`src/rtl/gpio_cfg_serializer.sv`:
```
// PL-side master for the RFSoC GPIO config bus: shifts a command word out on sdata (bit 0)
// MSB-first while toggling the selected serial clock line, or fires a single pulse line.
module gpio_cfg_serializer #(
  parameter int GPIO_BUS_WIDTH   = 16,
  parameter int CONFIG_REG_WIDTH = 256,
  parameter int HALF_PERIOD      = 4,
  parameter int LEN_WIDTH        = 9
) (
  input  logic                        clk,
  input  logic                        rstn,
  input  logic                        cmd_valid,
  output logic                        cmd_ready,
  input  logic [7:0]                  cmd_sel,
  input  logic [LEN_WIDTH-1:0]        cmd_len,
  input  logic [CONFIG_REG_WIDTH-1:0] cmd_data,
  output logic                        busy,
  output logic                        done,
  output logic                        err,
  output logic [GPIO_BUS_WIDTH-1:0]   gpio_out
);

  localparam int PW = $clog2(HALF_PERIOD + 1);
  localparam int IW = (CONFIG_REG_WIDTH > 1) ? $clog2(CONFIG_REG_WIDTH) : 1;
  localparam logic [PW-1:0]        PH_LAST  = PW'(HALF_PERIOD - 1);
  localparam logic [LEN_WIDTH-1:0] LEN_MAX  = LEN_WIDTH'(CONFIG_REG_WIDTH);
  localparam logic [7:0]           SEL_LAST = 8'd12;

  typedef enum logic [1:0] {
    ST_IDLE   = 2'd0,
    ST_SETUP  = 2'd1,
    ST_HIGH   = 2'd2,
    ST_FINISH = 2'd3
  } state_t;

  state_t                      state_r, state_s;
  logic [PW-1:0]               phase_r, phase_s;
  logic [LEN_WIDTH-1:0]        bits_r, bits_s;
  logic [CONFIG_REG_WIDTH-1:0] data_r, data_s;
  logic [7:0]                  sel_r, sel_s;
  logic                        pulse_r, pulse_s;
  logic [GPIO_BUS_WIDTH-1:0]   gpio_r, gpio_s;
  logic                        ready_r, busy_r, done_r, err_r;
  logic                        done_s, err_s;
  logic [LEN_WIDTH-1:0]        len_clamp_s, bit_idx_s;
  logic                        sel_legal_s, sel_pulse_s, sdata_s, line_on_s;

  // Command decode: clamp the length and classify the target line
  always_comb begin
    len_clamp_s = (cmd_len > LEN_MAX) ? LEN_MAX : cmd_len;
    sel_pulse_s = (cmd_sel == 8'd5) || (cmd_sel == 8'd6);
    sel_legal_s = (cmd_sel != 8'd0) && (cmd_sel <= SEL_LAST) && (32'(cmd_sel) < GPIO_BUS_WIDTH);
  end

  // Next-state logic; bits counts the bits still to send including the current one
  always_comb begin
    state_s = state_r;
    phase_s = phase_r;
    bits_s  = bits_r;
    data_s  = data_r;
    sel_s   = sel_r;
    pulse_s = pulse_r;
    done_s  = 1'b0;
    err_s   = 1'b0;
    case (state_r)
      ST_IDLE: begin
        if (cmd_valid && ready_r) begin
          sel_s   = cmd_sel;
          data_s  = cmd_data;
          pulse_s = sel_pulse_s;
          phase_s = '0;
          bits_s  = len_clamp_s;
          if (!sel_legal_s) begin
            state_s = ST_FINISH;
            done_s  = 1'b1;
            err_s   = 1'b1;
          end else if (sel_pulse_s) begin
            // a pulse is one SETUP+HIGH pair with the line held high throughout
            state_s = ST_SETUP;
            bits_s  = LEN_WIDTH'(1);
          end else if (len_clamp_s == '0) begin
            state_s = ST_FINISH;
            done_s  = 1'b1;
          end else begin
            state_s = ST_SETUP;
          end
        end else begin
          state_s = ST_IDLE;
        end
      end
      ST_SETUP: begin
        if (phase_r == PH_LAST) begin
          state_s = ST_HIGH;
          phase_s = '0;
        end else begin
          phase_s = phase_r + PW'(1);
        end
      end
      ST_HIGH: begin
        if (phase_r == PH_LAST) begin
          phase_s = '0;
          if (bits_r <= LEN_WIDTH'(1)) begin
            state_s = ST_FINISH;
            bits_s  = '0;
            done_s  = 1'b1;
          end else begin
            state_s = ST_SETUP;
            bits_s  = bits_r - LEN_WIDTH'(1);
          end
        end else begin
          phase_s = phase_r + PW'(1);
        end
      end
      ST_FINISH: state_s = ST_IDLE;
      default:   state_s = ST_IDLE;
    endcase
  end

  // Bus image for the next cycle, built from the next state so every output is a flop
  always_comb begin
    bit_idx_s = bits_s - LEN_WIDTH'(1);
    gpio_s    = '0;
    if ((state_s == ST_SETUP) || (state_s == ST_HIGH)) begin
      sdata_s   = pulse_s ? 1'b0 : data_s[bit_idx_s[IW-1:0]];
      line_on_s = pulse_s || (state_s == ST_HIGH);
    end else begin
      sdata_s   = 1'b0;
      line_on_s = 1'b0;
    end
    gpio_s[0] = sdata_s;
    for (int i = 1; i < GPIO_BUS_WIDTH; i++) begin
      gpio_s[i] = line_on_s && (32'(sel_s) == i);
    end
  end

  // State and output registers
  always_ff @(posedge clk or negedge rstn) begin
    if (!rstn) begin
      state_r <= ST_IDLE;
      phase_r <= '0;
      bits_r  <= '0;
      data_r  <= '0;
      sel_r   <= 8'd0;
      pulse_r <= 1'b0;
      gpio_r  <= '0;
      ready_r <= 1'b0;
      busy_r  <= 1'b0;
      done_r  <= 1'b0;
      err_r   <= 1'b0;
    end else begin
      state_r <= state_s;
      phase_r <= phase_s;
      bits_r  <= bits_s;
      data_r  <= data_s;
      sel_r   <= sel_s;
      pulse_r <= pulse_s;
      gpio_r  <= gpio_s;
      ready_r <= (state_s == ST_IDLE);
      busy_r  <= (state_s != ST_IDLE);
      done_r  <= done_s;
      err_r   <= err_s;
    end
  end

  assign cmd_ready = ready_r;
  assign busy      = busy_r;
  assign done      = done_r;
  assign err       = err_r;
  assign gpio_out  = gpio_r;

endmodule

```
`config.mk`:
```
export PLATFORM = sky130hd
export DESIGN_NAME = gpio_cfg_serializer
export DESIGN_NICKNAME = d
export VERILOG_FILES = /design/src/rtl/gpio_cfg_serializer.sv
export SDC_FILE = /design/constraint.sdc
export NUM_CORES = 1
export LEC_CHECK = 0
export BUFFER_PORTS_ARGS = -buffer_cell sky130_fd_sc_hd__clkbuf_2
export CELL_PAD_IN_SITES_DETAIL_PLACEMENT = 1
export CELL_PAD_IN_SITES_GLOBAL_PLACEMENT = 1
export CORE_MARGIN = 4
export CORE_UTILIZATION = 45
export CTS_CLUSTER_SIZE = 25
export DETAILED_ROUTE_END_ITERATION = 7
export GPL_TIMING_DRIVEN = 0
export PLACE_DENSITY_LB_ADDON = 0.1
export SLEW_MARGIN = 20
export SYNTH_ARGS = -nofsm -noshare
export SYNTH_HDL_FRONTEND = slang
export SYNTH_SLANG_ARGS = --single-unit
```
`constraint.sdc`:
```
create_clock -name clk -period 8 [get_ports clk]
set_input_delay 2.4 -clock clk [delete_from_list [all_inputs] [get_ports clk]]
set_output_delay 2.4 -clock clk [all_outputs]
set_load 0.1 [all_outputs]
```
==> impl_results.html, run 1 <==
<table>
<tr><th>Metric</th><th>Value</th></tr>
<tr><th colspan="2">Status</th></tr>
<tr><td>Outcome</td><td>finished, final reports clean</td></tr>
<tr><th colspan="2">CTS</th></tr>
<tr><td>Post-CTS Setup Repair Bufs</td><td>0</td></tr>
<tr><td>Hold bufs inserted after CTS</td><td>0</td></tr>
<tr><td>Clock Root Buffer</td><td>sky130_fd_sc_hd__clkbuf_16</td></tr>
<tr><td>Clock Sinks</td><td>299</td></tr>
<tr><td>CTS clk-pin slew, worst paths</td><td>0.06 ns</td></tr>
<tr><td>Later-pin clock latency in the skew report</td><td>0.52 ns</td></tr>
<tr><td>CTS tree</td><td>yes</td></tr>
<tr><td>H-tree lvl count</td><td>2</td></tr>
<tr><td>TritonCTS buffer count</td><td>35</td></tr>
<tr><td>Maximum number of buffers from clock root to sink</td><td>3</td></tr>
<tr><th colspan="2">STA</th></tr>
<tr><td>Transition time at the pin with the least slew margin</td><td>0.946 ns</td></tr>
<tr><td>Number of slew-limit violations in the final report</td><td>0</td></tr>
<tr><td>Count of endpoints failing setup in the final report</td><td>0</td></tr>
<tr><td>Crit share post-route</td><td>97.2%</td></tr>
<tr><td>Setup TNS Final</td><td>0 ns</td></tr>
<tr><td>Hold_ws</td><td>0.467 ns</td></tr>
<tr><td>Final hold violations</td><td>0</td></tr>
<tr><td>Relative max-transition margin</td><td>36.7%</td></tr>
<tr><td>Clk_skew</td><td>0.0148 ns</td></tr>
<tr><td>Highest clock rate</td><td>0.129 GHz</td></tr>
<tr><td>Unrepaired setup endpoints after global routing</td><td>false</td></tr>
<tr><td>Final period demand of the worst path</td><td>7.77 ns</td></tr>
<tr><th colspan="2">Synth</th></tr>
<tr><td>Avg Cell Area, Syn</td><td>8.99 um2</td></tr>
<tr><td>Cells taking the most area after synthesis</td><td>sky130_fd_sc_hd__dfrtp_1 (51%), sky130_fd_sc_hd__nand2_1 (20%), sky130_fd_sc_hd__mux4_2 (6.3%), sky130_fd_sc_hd__mux2i_1 (1.6%), sky130_fd_sc_hd__clkbuf_1 (1.5%)</td></tr>
<tr><td>List of most frequent post-synthesis cells</td><td>sky130_fd_sc_hd__nand2_1 (792), sky130_fd_sc_hd__dfrtp_1 (299), sky130_fd_sc_hd__clkbuf_1 (59)</td></tr>
<tr><td>Arithmetic-cell share of the synthesized area counting full adders, half adders and majority gates</td><td>0.771%</td></tr>
<tr><td>Area share of the leading cell type in the synthesized netlist</td><td>51.2%</td></tr>
<tr><td>Count of warnings emitted by yosys</td><td>0</td></tr>
<tr><td>Seq/Total Area, Yosys</td><td>51.2%</td></tr>
<tr><td>Leading cell type by number of instances after synthesis</td><td>sky130_fd_sc_hd__nand2_1</td></tr>
<tr><td>Post-synthesis mux area share</td><td>9.35%</td></tr>
<tr><td>Simple-gate share of the synthesized area</td><td>26.8%</td></tr>
<tr><td>Share of the synthesized area in compound gates (AO/OA/AOI/OAI)</td><td>7.94%</td></tr>
<tr><td>Number of nets produced by synthesis</td><td>1,911</td></tr>
<tr><td>Most used flip-flop cell after synthesis</td><td>sky130_fd_sc_hd__dfrtp_1</td></tr>
<tr><td>Dominant combinational cell family by area after synthesis</td><td>simple AND/OR/NAND/NOR gates</td></tr>
<tr><td>Post-synthesis cell type with the largest combined area</td><td>sky130_fd_sc_hd__dfrtp_1</td></tr>
<tr><td>Number of distinct library cells after synthesis</td><td>87</td></tr>
<tr><td>Parity-gate share of the synthesized area counting xor and xnor cells</td><td>0.634%</td></tr>
<tr><td>Share of async-settable or async-resettable flops after synthesis</td><td>100%</td></tr>
<tr><td>Summed instance area of the synthesized netlist</td><td>14,600 um2</td></tr>
<tr><td>Cells after synthesis</td><td>1,626</td></tr>
<tr><td>Flip-flop and latch count after synthesis</td><td>299</td></tr>
<tr><td>Number of synthesized flops with an enable pin</td><td>0</td></tr>
<tr><th colspan="2">Setup path</th></tr>
<tr><td>R2r startpoint</td><td>state_r[0]</td></tr>
<tr><td>Worst Setup Start Kind</td><td>primary input</td></tr>
<tr><td>CP endpoint kind</td><td>register</td></tr>
<tr><td>Critical path class</td><td>primary input to register</td></tr>
<tr><td>Required @ worst endpoint</td><td>8.31 ns</td></tr>
<tr><td>Reg2reg setup slack</td><td>1.56 ns</td></tr>
<tr><td>Maximum fanout along the worst path</td><td>10</td></tr>
<tr><td>Endpoint of the worst register-to-register path</td><td>gpio_out[0]</td></tr>
<tr><td>Arrival time reported for the critical path endpoint</td><td>8.08 ns</td></tr>
<tr><td>Depth of the worst register-to-register path</td><td>19</td></tr>
<tr><td>Setup crit start</td><td>cmd_valid</td></tr>
<tr><th colspan="2">Floorplanning</th></tr>
<tr><td>Floorplan row count</td><td>65</td></tr>
<tr><td>Die span in y</td><td>188 um</td></tr>
<tr><td>Area enclosed by the die boundary</td><td>35,400 um2</td></tr>
<tr><td>Starting density of the core</td><td>46.0%</td></tr>
<tr><td>Core area</td><td>31,800 um2</td></tr>
<tr><td>Width of the chip</td><td>188 um</td></tr>
<tr><td>Number of primary I/O pins</td><td>296</td></tr>
<tr><th colspan="2">Layout</th></tr>
<tr><td>Post-synthesis to final-layout area growth</td><td>22.3%</td></tr>
<tr><td>Count of filler cells inserted in the layout</td><td>3,837</td></tr>
<tr><td>Total number of nets in the final design</td><td>2,246</td></tr>
<tr><td>Layout cell share with drive strength beyond 1</td><td>23.4%</td></tr>
<tr><td>Final cell utilization of the core</td><td>56.2%</td></tr>
<tr><th colspan="2">Drt</th></tr>
<tr><td>Drt drc</td><td>0</td></tr>
<tr><td>WL/cell</td><td>21.6 um</td></tr>
<tr><td>Average via count per standard cell</td><td>5.50</td></tr>
<tr><td>Post-detailed-route count of antenna-violating nets</td><td>0</td></tr>
<tr><td>Routed via count</td><td>13,314</td></tr>
<tr><td>Initial DRC Count</td><td>738</td></tr>
<tr><td>First drt pass iteration count</td><td>5</td></tr>
<tr><td>Total Wirelength</td><td>52,200 um</td></tr>
<tr><th colspan="2">Hold path</th></tr>
<tr><td>Worst Hold End</td><td>data_r[34]</td></tr>
<tr><td>Hold Crit Class</td><td>register to register</td></tr>
<tr><td>Min-Delay Path Depth</td><td>2</td></tr>
<tr><td>Origin of the worst min-delay path</td><td>data_r[34]</td></tr>
<tr><th colspan="2">Global route</th></tr>
<tr><td>Gr ovfl total</td><td>0</td></tr>
<tr><td>Pin count of the biggest net entering global routing</td><td>89</td></tr>
<tr><td>Wire length of the first global-routing pass</td><td>80,600 um</td></tr>
<tr><td>Via count of the first global-routing pass</td><td>14,430</td></tr>
<tr><td>Initial antenna violation count</td><td>1</td></tr>
<tr><td>Overall fraction of global-route tracks in use</td><td>29.0%</td></tr>
<tr><th colspan="2">Power</th></tr>
<tr><td>VDD IR max</td><td>0.151 mV</td></tr>
<tr><td>Total power draw</td><td>3.17 mW</td></tr>
<tr><td>Pwr dens</td><td>178 nW/um2</td></tr>
<tr><td>Leakage power of the design</td><td>9.59 nW</td></tr>
<tr><th colspan="2">Place</th></tr>
<tr><td>Placer's final routability congestion estimate</td><td>0.843</td></tr>
<tr><td>Final HPWL from detailed placement</td><td>38,700 um</td></tr>
<tr><td>Port Buffer Count</td><td>295</td></tr>
<tr><th colspan="2">Run</th></tr>
<tr><td>Max capacitance violation total</td><td>0</td></tr>
</table>
==> logic make-up (layout without fill, tap and decap cells) <==
group           Yosys count  in the layout
simple gates            956            956
buf+inv                 118            478
fa+ha+maj                 9              9
xor+xnor                  8              8
mux                      83             83
compound gates          153            153
other cells               0              1
flops                   299            299
==> power by group <==
| group | switching [mW] | total, mW | internal, mW |
|---|---|---|---|
| Sequential | 0 | 1.51 | 1.51 |
| Clock | 0.639 | 1.54 | 0.904 |
| Combinational | 0.0649 | 0.119 | 0.0544 |
| Total | 0.704 | 3.17 | 2.47 |
==> cell type report <==
class                           instances  area [um2]  share of cell area, %
Sequential cell                       299        7480                   41.9
Multi-Input combinational cell       1209        6680                   37.4
Timing Repair Buffer                  299        1570                   8.80
Clock buffer                           49         998                   5.59
Tap cell                              435         544                   3.05
Buffer                                 90         380                   2.13
Inverter                               27         104                  0.581
Clock inverter                         13        97.6                  0.546
Antenna cell                            1        2.50                 0.0140
==> registers in the layout, summed over array words and instances (netlist names) <==
register   flops
data_r       256
pulse_r        1
phase_r        3
state_r        2
gpio_out      16
err            1
cmd_ready      1
sel_r          8
done           1
busy           1
bits_r         9
==> how the worst max path moves through the flow <==
stage                        to  slack, ns  depth (start not counted)
finish              gpio_out[0]       0.23                         18
global route        gpio_out[0]       0.04                         18
CTS                 gpio_out[0]      0.005                         20
detailed placement  gpio_out[0]      -1.06                         18
global placement    data_r[216]      -1.98                          1
floorplan           gpio_out[0]       1.55                         19
==> per-layer routing <==
layer	global-route usage (%)	wire length [um]	vias to the layer above
li1	-	-	6080
met1	39.1	22100	6697
met2	48.1	25100	453
met3	6.02	3670	84
met4	7.76	1320	0
met5	0	0	-
==> worst max-delay path: stages <==
cell                        delay, ns
sky130_fd_sc_hd__clkbuf_2        0.15
sky130_fd_sc_hd__nand3_1         0.42
sky130_fd_sc_hd__a31oi_4         0.49
sky130_fd_sc_hd__a211o_1         0.22
sky130_fd_sc_hd__nand2_1         0.16
sky130_fd_sc_hd__buf_4           0.26
sky130_fd_sc_hd__inv_1           0.27
sky130_fd_sc_hd__buf_2           0.39
sky130_fd_sc_hd__buf_2           0.33
sky130_fd_sc_hd__ha_1            0.31
sky130_fd_sc_hd__buf_2           0.38
sky130_fd_sc_hd__clkbuf_2        0.39
sky130_fd_sc_hd__clkbuf_1        0.57
sky130_fd_sc_hd__mux4_2          0.51
sky130_fd_sc_hd__o211ai_1        0.22
sky130_fd_sc_hd__mux2i_1         0.19
sky130_fd_sc_hd__nand4_1         0.18
sky130_fd_sc_hd__o2111ai_1       0.22
==> stage by stage <==
step	cell area [um2]	instances	setup WS [ns]
after floorplan	14600	1626	1.55
after global placement	16600	2356	-1.98
after detailed placement	16700	2359	-1.06
after CTS	17900	2421	0.00506
after global routing	17900	2422	0.0423
final	17900	2422	0.228
==> placed cells by master, fill, tap and decap left out, types with 6 or more instances in the layout <==
| cell type | n |
|---|---|
| sky130_fd_sc_hd__nand2_1 | 792 |
| sky130_fd_sc_hd__dfrtp_1 | 299 |
| sky130_fd_sc_hd__clkbuf_2 | 298 |
| sky130_fd_sc_hd__clkbuf_1 | 62 |
| sky130_fd_sc_hd__nor2_1 | 54 |
| sky130_fd_sc_hd__mux4_2 | 41 |
| sky130_fd_sc_hd__clkbuf_16 | 35 |
| sky130_fd_sc_hd__nand3_1 | 25 |
| sky130_fd_sc_hd__mux2i_1 | 24 |
| sky130_fd_sc_hd__inv_1 | 24 |
| sky130_fd_sc_hd__nor3_1 | 22 |
| sky130_fd_sc_hd__o21ai_0 | 21 |
| sky130_fd_sc_hd__a21oi_1 | 20 |
| sky130_fd_sc_hd__mux2_2 | 18 |
| sky130_fd_sc_hd__buf_1 | 16 |
| sky130_fd_sc_hd__o211ai_1 | 16 |
| sky130_fd_sc_hd__buf_2 | 10 |
| sky130_fd_sc_hd__clkinv_2 | 10 |
| sky130_fd_sc_hd__ha_1 | 9 |
| sky130_fd_sc_hd__a211oi_1 | 8 |
| sky130_fd_sc_hd__or3_1 | 8 |
| sky130_fd_sc_hd__o22ai_1 | 8 |
| sky130_fd_sc_hd__clkbuf_8 | 8 |
| sky130_fd_sc_hd__nand2b_1 | 7 |
| sky130_fd_sc_hd__a31oi_1 | 7 |
| sky130_fd_sc_hd__o21bai_1 | 6 |
| sky130_fd_sc_hd__nor4_1 | 6 |
==> timing repair <==
action                                 4_1_cts  5_1_grt
pin swaps                                    0        0
gates resized for setup                      3        7
gates cloned                                 0        0
endpoints found under the hold margin        0        0
setup endpoints to repair                    1        1
Note: power is estimated with default switching activity, not from simulation.
==> run 2: changes to the inputs <==
- CORE_UTILIZATION: 45 -> 42
- clock period: 8 -> 8.1 ns (I/O delays scaled with it)
==> run 2 against run 1 <==
- worst hold slack barely moved
- first-iteration DRC count up 17%
- sequential cell count unchanged
- utilization is 4.3 points lower
==> impl_results.html, run 2 (synthesis results as in run 1) <==
<table>
<tr><th>Metric</th><th>Value</th></tr>
<tr><th colspan="2">Status</th></tr>
<tr><td>Outcome</td><td>finished, final reports clean (unchanged)</td></tr>
<tr><th colspan="2">CTS</th></tr>
<tr><td>Maximum number of buffers from clock root to sink</td><td>3 (unchanged)</td></tr>
<tr><td>H-tree lvl count</td><td>2 (unchanged)</td></tr>
<tr><td>Hold bufs inserted after CTS</td><td>0 (unchanged)</td></tr>
<tr><td>TritonCTS buffer count</td><td>35 (unchanged)</td></tr>
<tr><td>Post-CTS Setup Repair Bufs</td><td>0 (unchanged)</td></tr>
<tr><td>Later-pin clock latency in the skew report</td><td>0.51 ns (was 0.52 ns)</td></tr>
<tr><td>CTS clk-pin slew, worst paths</td><td>0.06 ns (about the same)</td></tr>
<tr><td>Clock Sinks</td><td>299 (unchanged)</td></tr>
<tr><td>Clock Root Buffer</td><td>sky130_fd_sc_hd__clkbuf_16 (unchanged)</td></tr>
<tr><td>CTS tree</td><td>yes (unchanged)</td></tr>
<tr><th colspan="2">Power</th></tr>
<tr><td>Total power draw</td><td>3.13 mW (was 3.17 mW)</td></tr>
<tr><td>Internal Pwr Total</td><td>2.45 mW (was 2.47 mW)</td></tr>
<tr><td>VDD IR max</td><td>0.125 mV (was 0.151 mV)</td></tr>
<tr><td>Switching Share</td><td>21.8% (was 22.2%)</td></tr>
<tr><td>Leakage power of the design</td><td>9.57 nW (was 9.59 nW)</td></tr>
<tr><td>Clock share of power</td><td>48.4% (was 48.6%)</td></tr>
<tr><td>Combinational share of power</td><td>3.9% (was 3.8%)</td></tr>
<tr><td>Pwr dens</td><td>175 nW/um2 (was 178 nW/um2)</td></tr>
<tr><td>Net switching power of the design</td><td>0.683 mW (was 0.704 mW)</td></tr>
<tr><td>Fraction of power consumed by sequential logic</td><td>47.7% (was 47.6%)</td></tr>
<tr><th colspan="2">Hold path</th></tr>
<tr><td>Hold Crit Class</td><td>register to register (unchanged)</td></tr>
<tr><td>Min-Delay Path Depth</td><td>2 (unchanged)</td></tr>
<tr><th colspan="2">STA</th></tr>
<tr><td>Crit share post-route</td><td>96.9%</td></tr>
<tr><td>Number of slew-limit violations in the final report</td><td>0 (unchanged)</td></tr>
<tr><td>Clk_skew</td><td>0.0171 ns (was 0.0148 ns)</td></tr>
<tr><td>Count of endpoints failing setup in the final report</td><td>0 (unchanged)</td></tr>
<tr><td>Final Worst Setup Slack</td><td>0.253 ns (was 0.228 ns)</td></tr>
<tr><td>Relative max-transition margin</td><td>29.1% (was 36.7%)</td></tr>
<tr><td>Final period demand of the worst path</td><td>7.85 ns</td></tr>
<tr><td>Unrepaired setup endpoints after global routing</td><td>false (unchanged)</td></tr>
<tr><td>Transition time at the pin with the least slew margin</td><td>1.06 ns (was 0.946 ns)</td></tr>
<tr><td>Final hold violations</td><td>0 (unchanged)</td></tr>
<tr><td>Highest clock rate</td><td>0.127 GHz</td></tr>
<tr><th colspan="2">Drt</th></tr>
<tr><td>First drt pass iteration count</td><td>5 (unchanged)</td></tr>
<tr><td>Average via count per standard cell</td><td>5.36 (was 5.50)</td></tr>
<tr><td>Post-detailed-route count of antenna-violating nets</td><td>0 (unchanged)</td></tr>
<tr><td>Drt drc</td><td>0 (unchanged)</td></tr>
<tr><td>Initial DRC Count</td><td>862 (was 738)</td></tr>
<tr><td>Routed via count</td><td>13,070 (was 13,314)</td></tr>
<tr><td>Total Wirelength</td><td>52,400 um (was 52,200 um)</td></tr>
<tr><td>WL/cell</td><td>21.5 um (was 21.6 um)</td></tr>
<tr><th colspan="2">Setup path</th></tr>
<tr><td>Crit path max-delay cell type</td><td>sky130_fd_sc_hd__a2111oi_0 (was sky130_fd_sc_hd__clkbuf_1)</td></tr>
<tr><td>Cell type with the highest occurrence count on the critical path</td><td>sky130_fd_sc_hd__clkbuf_1 (was sky130_fd_sc_hd__buf_2)</td></tr>
<tr><td>CP endpoint kind</td><td>register (unchanged)</td></tr>
<tr><td>Worst Setup Start Kind</td><td>primary input (unchanged)</td></tr>
<tr><td>Maximum fanout along the worst path</td><td>10 (unchanged)</td></tr>
<tr><td>Top cell family by delay on the critical path</td><td>buffers and inverters (unchanged)</td></tr>
<tr><td>CP Cell Sequence</td><td>clkbuf_2 &gt; nand3_2 &gt; a31oi_4 &gt; a211o_1 &gt; nand2_1 &gt; buf_4 &gt; inv_1 &gt; buf_2 &gt; buf_2 &gt; ha_1 &gt; clkbuf_1 &gt; nand4_1 &gt; o2111a_1 &gt; clkbuf_1 &gt; clkbuf_1 &gt; o21ai_0 &gt; a21oi_1 &gt; a2111oi_0 &gt; nand4b_1 &gt; a32oi_1 &gt; o2111ai_1 (was clkbuf_2 &gt; nand3_1 &gt; a31oi_4 &gt; a211o_1 &gt; nand2_1 &gt; buf_4 &gt; inv_1 &gt; buf_2 &gt; buf_2 &gt; ha_1 &gt; buf_2 &gt; clkbuf_2 &gt; clkbuf_1 &gt; mux4_2 &gt; o211ai_1 &gt; mux2i_1 &gt; nand4_1 &gt; o2111ai_1)</td></tr>
<tr><td>Depth of the critical timing path with buffers and inverters included</td><td>21 (was 18)</td></tr>
<tr><td>Stage delay of the slowest cell on the critical path</td><td>0.67 ns (was 0.57 ns)</td></tr>
<tr><td>Worst path bufs/invs</td><td>8 (unchanged)</td></tr>
<tr><td>Required @ worst endpoint</td><td>8.47 ns (was 8.31 ns)</td></tr>
<tr><td>Critical path class</td><td>primary input to register (unchanged)</td></tr>
<tr><td>Depth of the worst register-to-register path</td><td>22 (was 19)</td></tr>
<tr><td>Arrival time reported for the critical path endpoint</td><td>8.22 ns (was 8.08 ns)</td></tr>
<tr><th colspan="2">Place</th></tr>
<tr><td>Placer's final routability congestion estimate</td><td>0.863 (was 0.843)</td></tr>
<tr><td>Cell area after placement</td><td>16,800 um2 (was 16,700 um2)</td></tr>
<tr><td>Post-Place Worst Slack</td><td>-0.996 ns (was -1.06 ns)</td></tr>
<tr><td>Port Buffer Count</td><td>295 (unchanged)</td></tr>
<tr><td>Final HPWL from detailed placement</td><td>39,300 um (was 38,700 um)</td></tr>
<tr><th colspan="2">Floorplanning</th></tr>
<tr><td>Core area</td><td>34,500 um2 (was 31,800 um2)</td></tr>
<tr><td>Area enclosed by the die boundary</td><td>37,800 um2 (was 35,400 um2)</td></tr>
<tr><td>Starting density of the core</td><td>42.4% (was 46.0%)</td></tr>
<tr><td>Width of the chip</td><td>195 um (was 188 um)</td></tr>
<tr><td>Number of primary I/O pins</td><td>296 (unchanged)</td></tr>
<tr><td>Die span in y</td><td>195 um (was 188 um)</td></tr>
<tr><td>Floorplan row count</td><td>68 (was 65)</td></tr>
<tr><th colspan="2">Layout</th></tr>
<tr><td>Count of filler cells inserted in the layout</td><td>4,250 (was 3,837)</td></tr>
<tr><td>Multi-input gate area in the final layout</td><td>6690 um2 (was 6680 um2)</td></tr>
<tr><td>Flip-flop count of the largest register, all copies and words added</td><td>256 (unchanged)</td></tr>
<tr><td>Final instance area</td><td>17,900 um2 (about the same)</td></tr>
<tr><td>Area occupied by registers</td><td>7480 um2 (unchanged)</td></tr>
<tr><td>Layout cell share with drive strength beyond 1</td><td>23.1% (was 23.4%)</td></tr>
<tr><td>Most common library cell in the layout ignoring fill and taps</td><td>sky130_fd_sc_hd__nand2_1 (unchanged)</td></tr>
<tr><td>Final cell utilization of the core</td><td>51.9% (was 56.2%)</td></tr>
<tr><td>Post-synthesis to final-layout area growth</td><td>22.5% (was 22.3%)</td></tr>
<tr><td>Most flops, register</td><td>data_r (unchanged)</td></tr>
<tr><td>ANT cells</td><td>0 (was 1)</td></tr>
<tr><td>Total number of nets in the final design</td><td>2,247 (was 2,246)</td></tr>
<tr><td>Commonest non-fill, non-tap cells in the layout</td><td>sky130_fd_sc_hd__nand2_1 (792), sky130_fd_sc_hd__dfrtp_1 (299), sky130_fd_sc_hd__clkbuf_2 (297) (was sky130_fd_sc_hd__nand2_1 (792), sky130_fd_sc_hd__dfrtp_1 (299), sky130_fd_sc_hd__clkbuf_2 (298))</td></tr>
<tr><th colspan="2">Run</th></tr>
<tr><td>Max capacitance violation total</td><td>0 (unchanged)</td></tr>
<tr><th colspan="2">Global route</th></tr>
<tr><td>Wire length of the first global-routing pass</td><td>81,600 um (was 80,600 um)</td></tr>
<tr><td>Via count of the first global-routing pass</td><td>14,153 (was 14,430)</td></tr>
<tr><td>Initial antenna violation count</td><td>3 (was 1)</td></tr>
<tr><td>Pin count of the biggest net entering global routing</td><td>91 (was 89)</td></tr>
<tr><td>Overall fraction of global-route tracks in use</td><td>27.4% (was 29.0%)</td></tr>
<tr><td>Gr ovfl total</td><td>0 (unchanged)</td></tr>
</table>
[run 2: changes by cell type in the layout (fill, tap and decap cells not counted), sizes merged]
cell / previous run / this run
clkinv: 12 / 4
clkinvlp: 0 / 1
diode: 1 / 0
clkbuf: 403 / 408
[run 2: timing repair]
action	4_1_cts	5_1_grt
setup endpoints to repair	1	1
resized for setup	4	4
cloned	0	0
[run 2: worst min-delay path, cell delays in order (launching register included)]
cell and delay, ns:
sky130_fd_sc_hd__dfrtp_1 0.32, sky130_fd_sc_hd__nand2_1 0.04, sky130_fd_sc_hd__nand2_1 0.07
[run 2: through the flow]
step | std cells | hold WS, ns | setup TNS (ns)
CTS | 2439 | 0.468 | 0
detailed placement | 2380 | 0.454 | -0.996
global route | 2439 | 0.482 | 0
global placement | 2376 | 0.448 | -583.18
finish | 2439 | 0.467 | 0
floorplan | 1626 | 0.433 | 0
[run 2: path summary, 6_finish.rpt]
path,endpoint,from,slack (ns)
setup / recovery,gpio_out[0],cmd_valid,0.25
hold / removal,data_r[9],data_r[9],0.47
min in group asynchronous,data_r[162],rstn,1.92
max in group asynchronous,data_r[178],rstn,4.88
setup reg to reg,gpio_out[0],phase_r[0],1.58
hold reg to reg,data_r[9],data_r[9],0.47
[run 2: cell type report]
class / instances / area share [%]
Sequential cell: 299 / 41.8
Buffer: 91 / 2.14
Inverter: 27 / 0.580
Clock inverter: 6 / 0.364
Clock buffer: 53 / 5.72
Tap cell: 455 / 3.18
Timing Repair Buffer: 299 / 8.82
Multi-Input combinational cell: 1209 / 37.4
[run 2: metal layers]
layer  global-route usage, %  vias to the layer above  share of wire, %
li1                        -                     6089                 -
met1                    37.4                     6521                44
met2                    45.5                      349                48
met3                    4.97                      105               5.2
met4                    6.98                        6               2.6
met5                       0                        -             0.067
[run 2: power groups by stage]
stage / sequential, mW / clock (mW) / combinational (mW)
2_1_floorplan: 1.52 / 0 / 0.00366
3_3_place_gp: 1.52 / 0 / 0.115
3_5_place_dp: 1.52 / 0 / 0.122
4_1_cts: 1.49 / 1.55 / 0.123
5_1_grt: 1.49 / 1.61 / 0.133
6_report: 1.49 / 1.52 / 0.121
